### config.mk
export PLATFORM = sky130hd
export DESIGN_NAME = qerv_bufreg4
export DESIGN_NICKNAME = d
export VERILOG_FILES = /design/src/rtl/qerv_pkg.sv /design/src/rtl/qerv_lane_add.sv /design/src/rtl/qerv_bufreg4.sv
export SDC_FILE = /design/constraint.sdc
export NUM_CORES = 1
export LEC_CHECK = 0
export ABC_CLOCK_PERIOD_IN_PS = 2500
export BUFFER_PORTS_ARGS = -buffer_cell sky130_fd_sc_hd__buf_2
export CORE_UTILIZATION = 48
export DETAILED_ROUTE_END_ITERATION = 8
export PLACE_DENSITY = 0.81
export SETUP_SLACK_MARGIN = 0.15
export SYNTH_ARGS = -nofsm -noshare
export SYNTH_HDL_FRONTEND = slang
export SYNTH_SLANG_ARGS = --single-unit
### constraint.sdc
create_clock -name i_clk -period 2.5 [get_ports i_clk]
set_clock_uncertainty 0.1 [all_clocks]
set_input_delay 0.25 -clock i_clk [delete_from_list [all_inputs] [get_ports i_clk]]
set_output_delay 0.25 -clock i_clk [all_outputs]
set_load 0.005 [all_outputs]
### src/rtl/qerv_pkg.sv
// Shared constants for the nibble-serial qerv datapath blocks.
package qerv_pkg;
  localparam int XLEN = 32;

  // Number of W-wide lanes in one XLEN word (W in {1,2,4}).
  function automatic int lanes(input int w);
    return XLEN / w;
  endfunction
endpackage

### src/rtl/qerv_lane_add.sv
// One lane of the serial rs1+imm adder: W-bit add with carry in/out and an
// optional clear of the result LSB (JALR target alignment).
module qerv_lane_add #(
  parameter int W = 4
) (
  input  logic [W-1:0] i_a,
  input  logic [W-1:0] i_b,
  input  logic         i_cin,
  input  logic         i_clr,
  output logic [W-1:0] o_sum,
  output logic         o_cout
);
  logic [W:0] s;

  // The clear only touches the result bit; the carry comes from the true sum.
  always_comb begin
    s = {1'b0, i_a} + {1'b0, i_b} + {{W{1'b0}}, i_cin};
    if (i_clr) s[0] = 1'b0;
  end

  assign o_sum  = s[W-1:0];
  assign o_cout = s[W];
endmodule

### src/rtl/qerv_bufreg4.sv
// Lane-serial buffer register: accumulates rs1+imm into a 32-bit shift register,
// captures load data from the data bus and rotates it back out lane by lane.
module qerv_bufreg4
  import qerv_pkg::*;
#(
  parameter int W = 4
) (
  input  logic            i_clk,
  input  logic            i_rst_n,
  input  logic            i_cnt_en,
  input  logic            i_rs1_en,
  input  logic            i_imm_en,
  input  logic            i_clr_lsb,
  input  logic            i_rot,
  input  logic [W-1:0]    i_rs1,
  input  logic [W-1:0]    i_imm,
  input  logic            i_load,
  input  logic            i_dbus_ack,
  input  logic [XLEN-1:0] i_dbus_rdt,
  output logic [W-1:0]    o_q,
  output logic [XLEN-1:0] o_dbus_adr,
  output logic [1:0]      o_lsb,
  output logic            o_last
);
  localparam int NLANE = lanes(W);
  localparam int CNT_W = $clog2(NLANE);
  localparam logic [CNT_W-1:0] CNT_LAST = CNT_W'(NLANE - 1);
  localparam logic [CNT_W-1:0] CNT_ONE  = CNT_W'(1);

  logic [XLEN-1:0]  d_q, d_d;
  logic             carry_q, carry_d;
  logic [CNT_W-1:0] cnt_q, cnt_d;
  logic [1:0]       lsb_q, lsb_d;

  logic             lane0;
  logic             capture;
  logic [W-1:0]     op_a, op_b;
  logic [W-1:0]     sum;
  logic             cout;
  logic [1:0]       sum_lo;
  logic [W-1:0]     lane;

  assign lane0   = (cnt_q == '0);
  assign capture = i_load & i_dbus_ack;
  assign op_a    = i_rs1_en ? i_rs1 : '0;
  assign op_b    = i_imm_en ? i_imm : '0;
  // Zero-extends for W=1 so the low-two-bit view is always legal.
  assign sum_lo  = 2'(sum);
  assign lane    = i_rot ? d_q[W-1:0] : sum;

  qerv_lane_add #(.W(W)) u_add (
    .i_a    (op_a),
    .i_b    (op_b),
    .i_cin  (lane0 ? 1'b0 : carry_q),
    .i_clr  (lane0 & i_clr_lsb),
    .o_sum  (sum),
    .o_cout (cout)
  );

  always_comb begin
    d_d     = d_q;
    carry_d = carry_q;
    cnt_d   = cnt_q;
    lsb_d   = lsb_q;
    if (capture) begin
      d_d = i_dbus_rdt;
    end else if (i_cnt_en) begin
      d_d   = {lane, d_q[XLEN-1:W]};
      cnt_d = (cnt_q == CNT_LAST) ? '0 : cnt_q + CNT_ONE;
      if (!i_rot) begin
        carry_d = cout;
        // With single-bit lanes the byte offset spans the first two lanes.
        if (W == 1) begin
          if (lane0)                 lsb_d[0] = sum_lo[0];
          else if (cnt_q == CNT_ONE) lsb_d[1] = sum_lo[0];
        end else if (lane0) begin
          lsb_d = sum_lo;
        end
      end
    end
  end

  always_ff @(posedge i_clk or negedge i_rst_n) begin
    if (!i_rst_n) begin
      d_q     <= '0;
      carry_q <= 1'b0;
      cnt_q   <= '0;
      lsb_q   <= 2'b00;
    end else begin
      d_q     <= d_d;
      carry_q <= carry_d;
      cnt_q   <= cnt_d;
      lsb_q   <= lsb_d;
    end
  end

  assign o_q        = d_q[W-1:0];
  assign o_dbus_adr = {d_q[XLEN-1:2], 2'b00};
  assign o_lsb      = lsb_q;
  assign o_last     = i_cnt_en & (cnt_q == CNT_LAST);
endmodule

==> impl_summary.txt, run 1 <==
----------------------------------------------------
[Status]
  Status ... complete, no violations

[Floorplan]
  DIE AREA ... about 0.0046 mm²
  Initial Utilization ... ~50%
  Total number of placement rows ... 23
  IO Pins ... between 80 and 90
  Floorplan die width ... between 60 and 70 µm
  Total core area ... slightly above 0.004 mm²
  Die Span Y ... roughly 68 µm

[Power]
  Static power due to leakage ... between 1 and 1.5 nW
  Worst voltage drop across the vdd grid ... 0.000461 V
  Net load switching power ... about 0.56 mW
  Sequential group share of total power ... a little under half
  Combinational share of power ... between 20% and 30%
  Share of total power in the clock network ... 23.4%
  Int Pwr ... 1.26 mW
  Sw frac ... 31.0%
  Power per cell area ... 694 mW/mm²

[Logic synthesis]
  Primary FF master, synth ... dfrtp_1
  Main combinational cell family by area after synthesis ... multiplexers
  Count of cell types in the netlist ... 30
  Number of enable-type register cells in the synthesized netlist ... 0
  Fraction of synthesized area in multiplexers ... 16.3%
  Sequential-to-total area share from yosys stat ... between 40 and 50%
  Cells taking the most area after synthesis ... dfrtp_1 46%, mux2i_1 14%, o21ai_1 7.7%
  Average cell area after synthesis ... approximately 9.9 µm²
  Cells after Synth ... 209
  Arithmetic-cell share of the synthesized area counting full adders, half adders and majority gates ... 5.55%
  Cell types with the highest counts after synthesis ... 39 x nand2_1, 38 x dfrtp_1, 32 x o21ai_1, 30 x mux2i_1
  Share of flip-flops with an asynchronous set or reset after synthesis ... 100%
  Area share of and/or/nand/nor cells after synthesis ... 13.7%
  Area fraction of the dominant cell type after synthesis ... a little under half
  Area leader, netlist ... dfrtp_1
  Cell with the most instances after synthesis ... nand2_1
  Fraction of the mapped netlist area in compound gates ... about 13%
  Total of flip-flops plus latches after synthesis ... 38
  Combined area of all synthesized cells ... roughly 0.0021 mm²
  Yosys warning total ... 0
  Post-synthesis xor/xnor area fraction ... 0%

[Placed design]
  Worst setup timing slack at the placement stage ... around 0.13 ns
  HPWL reported at the end of detailed placement ... about 3600 µm
  Routability congestion estimate from global placement ... between 0.8 and 0.9
  PortBufs ... between 80 and 90
  Cells after DPL ... 333

[Global routing]
  Total global routing overflow ... 0
  Number of antenna violations at the first check in global routing ... 0
  Total global-route track usage ... a little over a fifth
  First-pass GRT wire length ... 7390 µm
  Number of global-route vias before repair ... 1652
  Largest net degree at the start of global routing ... 48

[Clocking]
  CTS H-tree depth ... 2
  Clock latency at the later pin of the worst-skew pair ... roughly 0.29 ns
  Clk buf depth ... 2
  CTS tree ... built
  Number of buffers inserted during clock tree synthesis ... 5
  Buffer type at the clock tree root ... clkbuf_8
  CTS sink count ... 38
  Clock-pin slew on the worst setup and hold paths ... ~0.08 ns

[Finish]
  Total number of nets in the final design ... 349
  Number of filler instances in the final layout ... approximately 350
  Layout cells sized above 1 ... a little over a third
  Count of non-filler cells in the finished layout ... between 300 and 400
  Area added between synthesis and finish ... 26.5%
  Diodes inserted ... 0

[Worst setup path]
  Req. time, crit path ... roughly 2.6 ns
  CP Capture Type ... flop
  Critical-path maximum fanout ... 3
  R2R Path Start ... cnt_q[0]$_DFFE_PN0P_
  Kind of critical path ... flop to flop
  Crit start category ... flop
  Worst setup startpoint ... cnt_q[0]$_DFFE_PN0P_
  Arrival time of data at the critical path endpoint ... approximately 2.4 ns

[Routing]
  Iteration-0 DRC count of the detailed router ... between 90 and 100
  Ratio of routed vias to standard cells ... just over 5
  Detailed Routing Iterations Pass 1 ... 4
  Count of nets left with antenna violations after detail routing ... 0
  Wire length per cell after detailed routing ... about 14 µm
  Via count of the routed design ... approximately 1700
  Post-detailed-routing wire length ... around 4700 µm
  Post-route DRC violation count ... 0

[STA]
  Setup repair after global routing missed its margin ... false
  Final setup margin ... approximately 0.25 ns
  Final count of pins violating max slew ... 0
  Normalized max-slew margin ... 45.8%
  Worst slew pin tran ... 0.813 ns
  Hold violation count in the final report ... 0
  Setup total negative slack ... 0 ns
  Final critical-path required period ... 2.25 ns
  Fraction of the cycle the final worst path needs ... 89.9%
  FMAX ... about 440 MHz
  Setup violation total in the final timing report ... 0

[Flow run]
  Max-capacitance violation count ... 0

[Hold path]
  Min-delay worst type ... input port to flop
  Startpoint of the lowest-slack hold path ... i_dbus_rdt[13]

----------------------------------------------------
-- layout by cell type (no fill, tap or decap), drive strengths merged --
cell type	count
a21o	1
ha	6
dlygate4sd3	1
inv	6
mux2	3
nor2b	6
conb	2
nand3	1
o22a	1
clkbuf	7
a21boi	1
fa	2
mux2i	30
and2	8
and3b	1
o21ai	34
a22o	1
nand2	40
nor3	1
nand2b	1
a21oi	4
buf	90
o22ai	2
dfrtp	38
a21bo	1
clkinv	1
o311ai	1
nor2	3
-- sequential cells by signal, summed over array words and instances (netlist names) --
name / cells
d_q: 32
cnt_q: 3
o_lsb: 2
carry_q: 1
-- routing by layer --
layer	track usage [%]	wire, µm
met5	0	0
met4	6.65	55
met3	5.57	263
met2	37.7	2390
met1	26.7	2020
-- final cells by class --
class	count	area (µm²)	area share, %
Clock buffer	7	86.3	3.29
Clock inverter	1	5.00	0.191
Inverter	6	22.5	0.858
Multi-Input combinational cell	150	1020	39.0
Sequential cell	38	951	36.2
Tap cell	50	62.6	2.38
Timing Repair Buffer	91	473	18.0
-- through the flow --
step | util, % | power [mW] | hold slack [ns] | instance area, µm²
after floorplan | - | 1.14 | -0.146 | 2080
after global placement | 61.1 | 1.35 | 0.305 | 2500
after detailed placement | 61.1 | 1.38 | 0.297 | 2500
after CTS | 63.7 | 1.81 | 0.0645 | 2600
after global routing | 64.2 | 1.95 | 0.0774 | 2630
final | 64.2 | 1.82 | 0.0643 | 2630
-- cells by family (layout without fill, tap and decap cells) --
kind of cell	after synthesis	after routing
AO/OA/AOI/OAI	46	46
adder cells (fa/ha/maj)	8	8
buffers and inverters	22	105
flip-flops	38	38
multiplexers	33	33
other	1	2
AND/OR/NAND/NOR	61	61
-- power groups by stage --
stage	logic [mW]	registers, mW	clock network [mW]
detailed placement	0.516	0.866	0
CTS	0.525	0.856	0.434
finish	0.538	0.859	0.426
floorplan	0.288	0.852	0
global route	0.606	0.876	0.464
global placement	0.490	0.860	0
-- critical path, cell delays in order (launching register included) --
cell,delay (ns)
dfrtp_1,0.39
inv_1,0.07
ha_1,0.14
nor2b_4,0.16
nor2b_2,0.06
fa_2,0.36
inv_1,0.08
fa_2,0.44
o21ai_2,0.13
mux2i_1,0.09
a21oi_1,0.15
-- worst paths after layout --
check	cells after the start	slack [ns]	to
setup / recovery	10	0.25	d_q[29]$_DFFE_PN0P_
setup reg to reg	10	0.25	d_q[29]$_DFFE_PN0P_
hold / removal	3	0.06	d_q[13]$_DFFE_PN0P_
max in group asynchronous	2	1.29	d_q[25]$_DFFE_PN0P_
hold reg to reg	1	0.41	o_lsb[0]$_DFFE_PN0P_
min in group asynchronous	2	0.49	d_q[14]$_DFFE_PN0P_
-- repair_timing --
item / CTS / global route
pin swaps: 0 / 1
hold buffers: 1 / 0
endpoints found under the hold margin: 30 / 0
setup buffers: 0 / 1
cloned: 0 / 0
resized for setup: 2 / 5
setup endpoints to repair: 1 / 2
(Power assumes the default switching activity.)
==> run 2: changes to the inputs <==
--- a/config.mk
+++ b/config.mk
@@ -7,9 +7,11 @@
 export LEC_CHECK = 0
 export ABC_CLOCK_PERIOD_IN_PS = 2500
 export BUFFER_PORTS_ARGS = -buffer_cell sky130_fd_sc_hd__buf_2
+export CORE_ASPECT_RATIO = 1.25
 export CORE_UTILIZATION = 48
 export DETAILED_ROUTE_END_ITERATION = 8
 export PLACE_DENSITY = 0.81
+export RECOVER_POWER = 100
 export SETUP_SLACK_MARGIN = 0.15
 export SYNTH_ARGS = -nofsm -noshare
 export SYNTH_HDL_FRONTEND = slang
==> run 2 against run 1 <==
Effect of this change:
- register-to-register slack got worse by 0.05 ns
- critical path depth unchanged
- clock-buffer cell count decreased by 1
- final area increased by 0.19%
- worst hold slack about the same
- global-route usage decreased by 1.9 points
- die area about the same
- critical endpoint unchanged
- sequential power about the same
- total power increased by 3.9%
- worst setup slack got worse by 0.050 ns
- non-clock buffer count increased by 1
==> impl_summary.txt, run 2 (same netlist as run 1, synthesis figures left out) <==
----------------------------------------------------
[Status]
  Status ... complete, no violations

[Power]
  Worst voltage drop across the vdd grid ... 0.000471 V (+2.2%)
  Static power due to leakage ... 1.32 nW (-4.7%)
  Power per cell area ... 720 mW/mm² (+3.7%)

[Routing]
  Post-detailed-routing wire length ... 4480 µm (-5.2%)
  Wire length per cell after detailed routing ... 12.8 µm (-6.9%)
  Detailed Routing Iterations Pass 1 ... 4 (unchanged)
  Count of nets left with antenna violations after detail routing ... 0 (unchanged)
  Iteration-0 DRC count of the detailed router ... 40 (-57%)
  Via count of the routed design ... 1703 (-2.6%)
  Ratio of routed vias to standard cells ... 4.88 (-4.3%)
  Post-route DRC violation count ... 0 (unchanged)

[Finish]
  Sequential cell area ... 951 µm² (unchanged)
  Commonest cells after routing, fill and taps aside ... 60 x buf_2, 39 x nand2_1, 38 x dfrtp_1
  Top register by number of flip-flops ... d_q
  Area of the multi-input gates ... 0.00103 mm² (+0.49%)
  Number of flip-flops in the largest register ... 32 (unchanged)
  Diodes inserted ... 0 (unchanged)
  Most common cell after layout, fill and taps aside ... buf_2
  Count of non-filler cells in the finished layout ... 349 (+1.7%)
  Area added between synthesis and finish ... 26.8%
  Layout cells sized above 1 ... 28.7% (-7.8 points)
  Core occupancy in the finished layout ... 63.7% (-0.58 points)
  Number of filler instances in the final layout ... 379 (+8.0%)
  Total number of nets in the final design ... 350 (+0.29%)

[Global routing]
  First-pass GRT wire length ... 6690 µm (-9.4%)
  Largest net degree at the start of global routing ... 39 (-19%)
  Total global-route track usage ... 20.1% (-1.9 points)
  Number of antenna violations at the first check in global routing ... 0 (unchanged)
  Total global routing overflow ... 0 (unchanged)
  Number of global-route vias before repair ... 1499 (-9.3%)

[STA]
  Final hold slack ... 0.0647 ns (+0.000447 ns)
  Fraction of the cycle the final worst path needs ... 91.9% (+2.0 points)
  Setup repair after global routing missed its margin ... false
  FMAX ... 435 MHz (-2.2%)
  Hold violation count in the final report ... 0 (unchanged)
  Worst slew pin tran ... 1.45 ns (+0.642 ns)
  Normalized max-slew margin ... 2.95% (-43 points)
  Final count of pins violating max slew ... 0 (unchanged)
  Final critical-path required period ... 2.30 ns (+0.0502 ns)
  Setup total negative slack ... 0 ns (unchanged)
  Setup violation total in the final timing report ... 0 (unchanged)

[Worst setup path]
  Critical-path maximum fanout ... 3 (unchanged)
  Crit start category ... flop
  CP Capture Type ... flop
  Req. time, crit path ... 2.61 ns (about the same)
  Arrival time of data at the critical path endpoint ... 2.41 ns (+0.05 ns)
  Kind of critical path ... flop to flop

[Clocking]
  CTS sink count ... 38 (unchanged)
  Clock latency at the later pin of the worst-skew pair ... 0.28 ns (about the same)
  CTS tree ... built
  Buffer type at the clock tree root ... clkbuf_8
  Clock-pin slew on the worst setup and hold paths ... 0.07 ns (about the same)
  Clk buf depth ... 2 (unchanged)
  Number of buffers inserted during clock tree synthesis ... 5 (unchanged)
  CTS H-tree depth ... 2 (unchanged)

[Placed design]
  HPWL reported at the end of detailed placement ... 3340 µm (-6.7%)
  Cells after DPL ... 339 (+1.8%)
  PortBufs ... 85 (unchanged)
  Routability congestion estimate from global placement ... 0.803 (-8.5%)

[Flow run]
  Max-capacitance violation count ... 0 (unchanged)

[Floorplan]
  Die Span Y ... 75.5 µm (+11%)
  Floorplan die width ... 60.8 µm (-10%)
  Total number of placement rows ... 26 (+13%)
  Total core area ... 0.00413 mm² (+1.1%)
  DIE AREA ... 0.00459 mm² (about the same)
  Initial Utilization ... 50.2% (-0.55 points)
  IO Pins ... 88 (unchanged)

[Hold path]
  Min-delay worst type ... input port to flop

----------------------------------------------------
run 2: cell types whose count changed in the layout (fill, tap and decap cells not counted), moves of 2 or more:
cell and delta:
o21ai_1 -26, buf_2 -25, clkbuf_2 +2, clkbuf_1 +24, o21ai_0 +27, buf_4 -2
run 2: area by class of cell:
type,instances,area share [%]
Multi-Input combinational cell,150,39.2
Sequential cell,38,36.2
Timing Repair Buffer,92,16.9
Clock buffer,6,3.14
Tap cell,56,2.66
Clock inverter,1,1.14
Inverter,6,0.856
run 2: power by group:
| group | total, mW | internal [mW] | switching, mW |
|---|---|---|---|
| clock | 0.520 | 0.319 | 0.201 |
| combinational | 0.517 | 0.275 | 0.242 |
| sequential | 0.857 | 0.746 | 0.111 |
| total | 1.89 | 1.34 | 0.554 |
run 2: final timing paths:
path | end | cells past startpoint | slack [ns] | from
worst max-delay path | d_q[29]$_DFFE_PN0P_ | 10 | 0.20 | cnt_q[0]$_DFFE_PN0P_
worst min-delay path | d_q[8]$_DFFE_PN0P_ | 3 | 0.06 | i_dbus_rdt[8]
worst max register to register | d_q[29]$_DFFE_PN0P_ | 10 | 0.20 | cnt_q[0]$_DFFE_PN0P_
worst min register to register | carry_q$_DFFE_PN0P_ | 1 | 0.42 | carry_q$_DFFE_PN0P_
max in group asynchronous | d_q[25]$_DFFE_PN0P_ | 2 | 1.16 | i_rst_n
min in group asynchronous | d_q[6]$_DFFE_PN0P_ | 2 | 0.55 | i_rst_n
run 2: worst max-delay path, cell delays in order (launching register included):
cell and delay (ns):
dfrtp_1 0.39, inv_1 0.07, ha_2 0.17, nor2b_4 0.16, nor2b_2 0.06, fa_2 0.37, inv_2 0.07, fa_2 0.43
o21ai_0 0.16, mux2i_1 0.09, a21oi_1 0.15
run 2: per-layer routing:
layer / vias up / global-route usage [%] / part of all wire, %
met5: - / 0 / 0
met2: 62 / 33.6 / 49
met1: 765 / 26.0 / 45
li1: 870 / - / -
met3: 6 / 3.06 / 4.8
met4: 0 / 8.33 / 1.6
run 2: repair_timing:
action / 4_1_cts / 5_1_grt
setup buffers: 0 / 2
gates resized for setup: 0 / 9
setup endpoints to repair: 0 / 2
endpoints found under the hold margin: 38 / 0
hold buffers: 1 / 0
run 2: through the flow:
step / setup WS, ns / power, mW / cell area, µm²
floorplan: 0.272 / 1.14 / 2080
global placement: 0.262 / 1.35 / 2500
detailed placement: 0.190 / 1.37 / 2500
CTS: 0.152 / 1.90 / 2630
global route: 0.0670 / 2.02 / 2630
finish: 0.202 / 1.89 / 2630
==> run 3: changes to the inputs <==
--- a/config.mk
+++ b/config.mk
@@ -5,12 +5,13 @@
 export SDC_FILE = /design/constraint.sdc
 export NUM_CORES = 1
 export LEC_CHECK = 0
+export ABC_AREA = 1
 export ABC_CLOCK_PERIOD_IN_PS = 2500
 export BUFFER_PORTS_ARGS = -buffer_cell sky130_fd_sc_hd__buf_2
-export CORE_ASPECT_RATIO = 1.25
-export CORE_UTILIZATION = 48
+export CORE_ASPECT_RATIO = 0.5
+export CORE_UTILIZATION = 47
 export DETAILED_ROUTE_END_ITERATION = 8
-export PLACE_DENSITY = 0.81
+export PLACE_DENSITY = 0.8
 export RECOVER_POWER = 100
 export SETUP_SLACK_MARGIN = 0.15
 export SYNTH_ARGS = -nofsm -noshare
==> run 3 against run 2 <==
Effect of this change:
- largest power group unchanged
- synthesized area fell by 2.4%
- utilization decreased by 0.69 points
- critical endpoint is now d_q[30]$_DFFE_PN0P_
- sequential share of layout area grew 1.4 points
- largest cell class is now flip-flops and latches
==> impl_summary.txt, run 3 <==
----------------------------------------------------
[Status]
  Status ... complete, no violations

[STA]
  Final critical-path required period ... 2.20 ns (-0.0939 ns)
  Final hold slack ... 0.0726 ns (+0.00784 ns)
  Final count of pins violating max slew ... 0 (unchanged)
  FMAX ... 454 MHz (+4.3%)
  Setup violation total in the final timing report ... 0 (unchanged)
  Normalized max-slew margin ... 37.3% (+34 points)
  Worst slew pin tran ... 0.940 ns (-0.515 ns)
  Fraction of the cycle the final worst path needs ... 88.2% (-3.8 points)
  Setup total negative slack ... 0 ns (unchanged)
  Hold violation count in the final report ... 0 (unchanged)
  Setup repair after global routing missed its margin ... false

[Logic synthesis]
  Cell with the most instances after synthesis ... nand2_1
  Cells taking the most area after synthesis ... dfrtp_1 47%, nand2_1 21%, nand3_1 8.9%
  Combined area of all synthesized cells ... 0.00203 mm² (-2.4%)
  Cells after Synth ... 264 (+26%)
  Cell types with the highest counts after synthesis ... 116 x nand2_1, 38 x dfrtp_1, 36 x nand3_1, 21 x inv_1, 8 x buf_2
  Sequential-to-total area share from yosys stat ... 46.9% (+1.1 points)
  Count of cell types in the netlist ... 22 (-27%)
  Number of enable-type register cells in the synthesized netlist ... 0 (unchanged)
  Area fraction of the dominant cell type after synthesis ... 46.9% (+1.1 points)
  Area leader, netlist ... dfrtp_1
  Primary FF master, synth ... dfrtp_1
  Total of flip-flops plus latches after synthesis ... 38 (unchanged)
  Share of flip-flops with an asynchronous set or reset after synthesis ... 100% (unchanged)
  Average cell area after synthesis ... 7.67 µm² (-23%)
  Yosys warning total ... 0 (unchanged)

[Finish]
  Diodes inserted ... 0 (unchanged)
  Most common cell after layout, fill and taps aside ... nand2_1
  Final Cell Area ... 0.00253 mm² (-3.7%)
  Number of filler instances in the final layout ... 391 (+3.2%)
  Number of flip-flops in the largest register ... 32 (unchanged)
  Commonest cells after routing, fill and taps aside ... 117 x nand2_1, 70 x buf_2, 38 x dfrtp_1
  Total number of nets in the final design ... 406 (+16%)
  Top register by number of flip-flops ... d_q
  Area added between synthesis and finish ... 25.1%
  Layout cells sized above 1 ... 26.1% (-2.6 points)

[Global routing]
  Total global routing overflow ... 0 (unchanged)
  Largest net degree at the start of global routing ... 39 (unchanged)
  Number of global-route vias before repair ... 1822 (+22%)
  Number of antenna violations at the first check in global routing ... 0 (unchanged)
  First-pass GRT wire length ... 8330 µm (+24%)
  Total global-route track usage ... 23.7% (+3.6 points)

[Worst setup path]
  Arrival time of data at the critical path endpoint ... 2.28 ns (-0.13 ns)
  Crit start category ... flop
  Worst R2R Path Depth ... 12 (+2)
  CP Capture Type ... flop
  Critical path endpoint ... d_q[30]$_DFFE_PN0P_
  Flop2flop setup slack ... 0.30 ns (+0.09 ns)
  Kind of critical path ... flop to flop
  Req. time, crit path ... 2.57 ns (-0.04 ns)
  Worst setup startpoint ... cnt_q[0]$_DFFE_PN0P_
  R2R Path Start ... cnt_q[0]$_DFFE_PN0P_
  Capturing point of the worst reg2reg path ... d_q[30]$_DFFE_PN0P_
  Critical-path maximum fanout ... 3 (unchanged)

[Clocking]
  Number of buffers inserted during clock tree synthesis ... 5 (unchanged)
  Buffer type at the clock tree root ... clkbuf_8
  Clock-pin slew on the worst setup and hold paths ... 0.07 ns (about the same)
  CTS tree ... built
  CTS H-tree depth ... 2 (unchanged)
  CTS sink count ... 38 (unchanged)
  Clock latency at the later pin of the worst-skew pair ... 0.29 ns (about the same)
  Clk buf depth ... 2 (unchanged)

[Floorplan]
  DIE AREA ... 0.00459 mm² (about the same)
  Total core area ... 0.00402 mm² (-2.6%)
  Initial Utilization ... 50.3% (+0.13 points)
  Total number of placement rows ... 16 (-38%)
  IO Pins ... 88 (unchanged)
  Die Span Y ... 48.4 µm (-36%)
  Floorplan die width ... 94.8 µm (+56%)

[Power]
  Int Pwr ... 1.12 mW (-17%)
  Combinational share of power ... 26.8% (-0.5 points)
  Static power due to leakage ... 1.44 nW (+8.8%)
  Power per cell area ... 659 mW/mm² (-8.4%)
  Share of total power in the clock network ... 23.9% (-3.5 points)
  Net load switching power ... 0.555 mW (+0.15%)
  Worst voltage drop across the vdd grid ... 0.000322 V (-32%)
  Final total power ... 1.67 mW (-12%)
  Sequential group share of total power ... 49.3% (+4.1 points)
  Sw frac ... 33.2% (+4.0 points)

[Routing]
  Wire length per cell after detailed routing ... 12.5 µm (-2.6%)
  Ratio of routed vias to standard cells ... 4.99 (+2.2%)
  Post-route DRC violation count ... 0 (unchanged)
  Via count of the routed design ... 2009 (+18%)
  Iteration-0 DRC count of the detailed router ... 99 (+150%)
  Detailed Routing Iterations Pass 1 ... 4 (unchanged)
  Post-detailed-routing wire length ... 5040 µm (+12%)
  Count of nets left with antenna violations after detail routing ... 0 (unchanged)

[Hold path]
  Min-delay worst type ... input port to flop

[Placed design]
  DP Area ... 0.00245 mm² (-2.1%)
  HPWL reported at the end of detailed placement ... 3640 µm (+8.8%)
  Routability congestion estimate from global placement ... 0.838 (+4.4%)
  PortBufs ... 85 (unchanged)

[Flow run]
  Max-capacitance violation count ... 0 (unchanged)

----------------------------------------------------
[run 3: changes by cell type after synthesis, moves of 3 or more]
cell / change
o21ai_1: -29
nor2_1: +4
and2_1: -8
o21ai_0: +3
mux2i_1: -30
inv_1: +15
buf_4: -3
nand2_1: +77
nor2b_1: -6
inv_2: +3
nand3_1: +35
[run 3: cells by family (layout without fill, tap and decap cells)]
family	Yosys count	in the layout	share of synthesized area (%)
buf+inv	37	121	8.28
flops	38	38	46.9
compound gates	16	16	4.39
other cells	1	2	0.185
fa+ha+maj	8	8	5.68
simple gates	164	164	34.5
[run 3: stage by stage]
stage / util [%] / setup slack (ns) / cells
2_1_floorplan: - / 0.457 / 265
3_5_place_dp: 60.9 / 0.217 / 392
6_report: 63.0 / 0.296 / 403
4_1_cts: 63.2 / 0.194 / 400
3_3_place_gp: 60.9 / 0.360 / 392
5_1_grt: 63.0 / 0.105 / 403
[run 3: worst min path at each step]
| stage | end | depth (start not counted) | start | slack (ns) |
|---|---|---|---|---|
| finish | d_q[11]$_DFFE_PN0P_ | 3 | i_dbus_rdt[11] | 0.07 |
| global route | d_q[11]$_DFFE_PN0P_ | 3 | i_dbus_rdt[11] | 0.08 |
| CTS | d_q[11]$_DFFE_PN0P_ | 3 | i_dbus_rdt[11] | 0.07 |
| detailed placement | cnt_q[2]$_DFFE_PN0P_ | 1 | i_rst_n | 0.30 |
| global placement | cnt_q[0]$_DFFE_PN0P_ | 1 | i_rst_n | 0.29 |
| floorplan | carry_q$_DFFE_PN0P_ | 0 | i_rst_n | -0.15 |
[run 3: critical path: stages (launching register included)]
cell and delay (ns):
dfrtp_1 0.38, inv_1 0.07, ha_1 0.23, a21boi_2 0.15, fa_1 0.25, inv_1 0.07, fa_2 0.35, inv_1 0.08
nand2_1 0.07, nand3_1 0.08, o21ai_0 0.09, nor2_1 0.09, o21ai_1 0.07
[run 3: cell type report]
class / instances / area [µm²] / area share [%]
flip-flops and latches: 38 / 951 / 37.5
multi-input cells: 190 / 901 / 35.6
repair buffers: 90 / 445 / 17.6
inverters: 24 / 90.1 / 3.56
clock buffers: 5 / 68.8 / 2.72
well taps: 54 / 67.6 / 2.67
clock inverters: 2 / 10.0 / 0.395
[run 3: what timing repair did]
| action | CTS | global route |
|---|---|---|
| setup buffers | 0 | 3 |
| resized for setup | 0 | 4 |
| setup endpoints to repair | 0 | 2 |
| hold endpoints to repair | 38 | 0 |
| hold buffers | 1 | 0 |
[run 3: power by group through the flow]
stage,Clock (mW),Combinational (mW),Sequential (mW)
after global routing,0.430,0.514,0.839
after detailed placement,0,0.452,0.831
final,0.399,0.448,0.824
after floorplan,0,0.247,0.823
after CTS,0.410,0.455,0.822
after global placement,0,0.432,0.826
[run 3: layer usage]
metal / wire length (µm) / share of wire [%] / GRT usage [%]
met5: 0 / 0 / 0
met4: 48 / 0.95 / 8.33
met3: 314 / 6.2 / 5.50
met2: 2430 / 48 / 37.4
met1: 2240 / 45 / 32.3
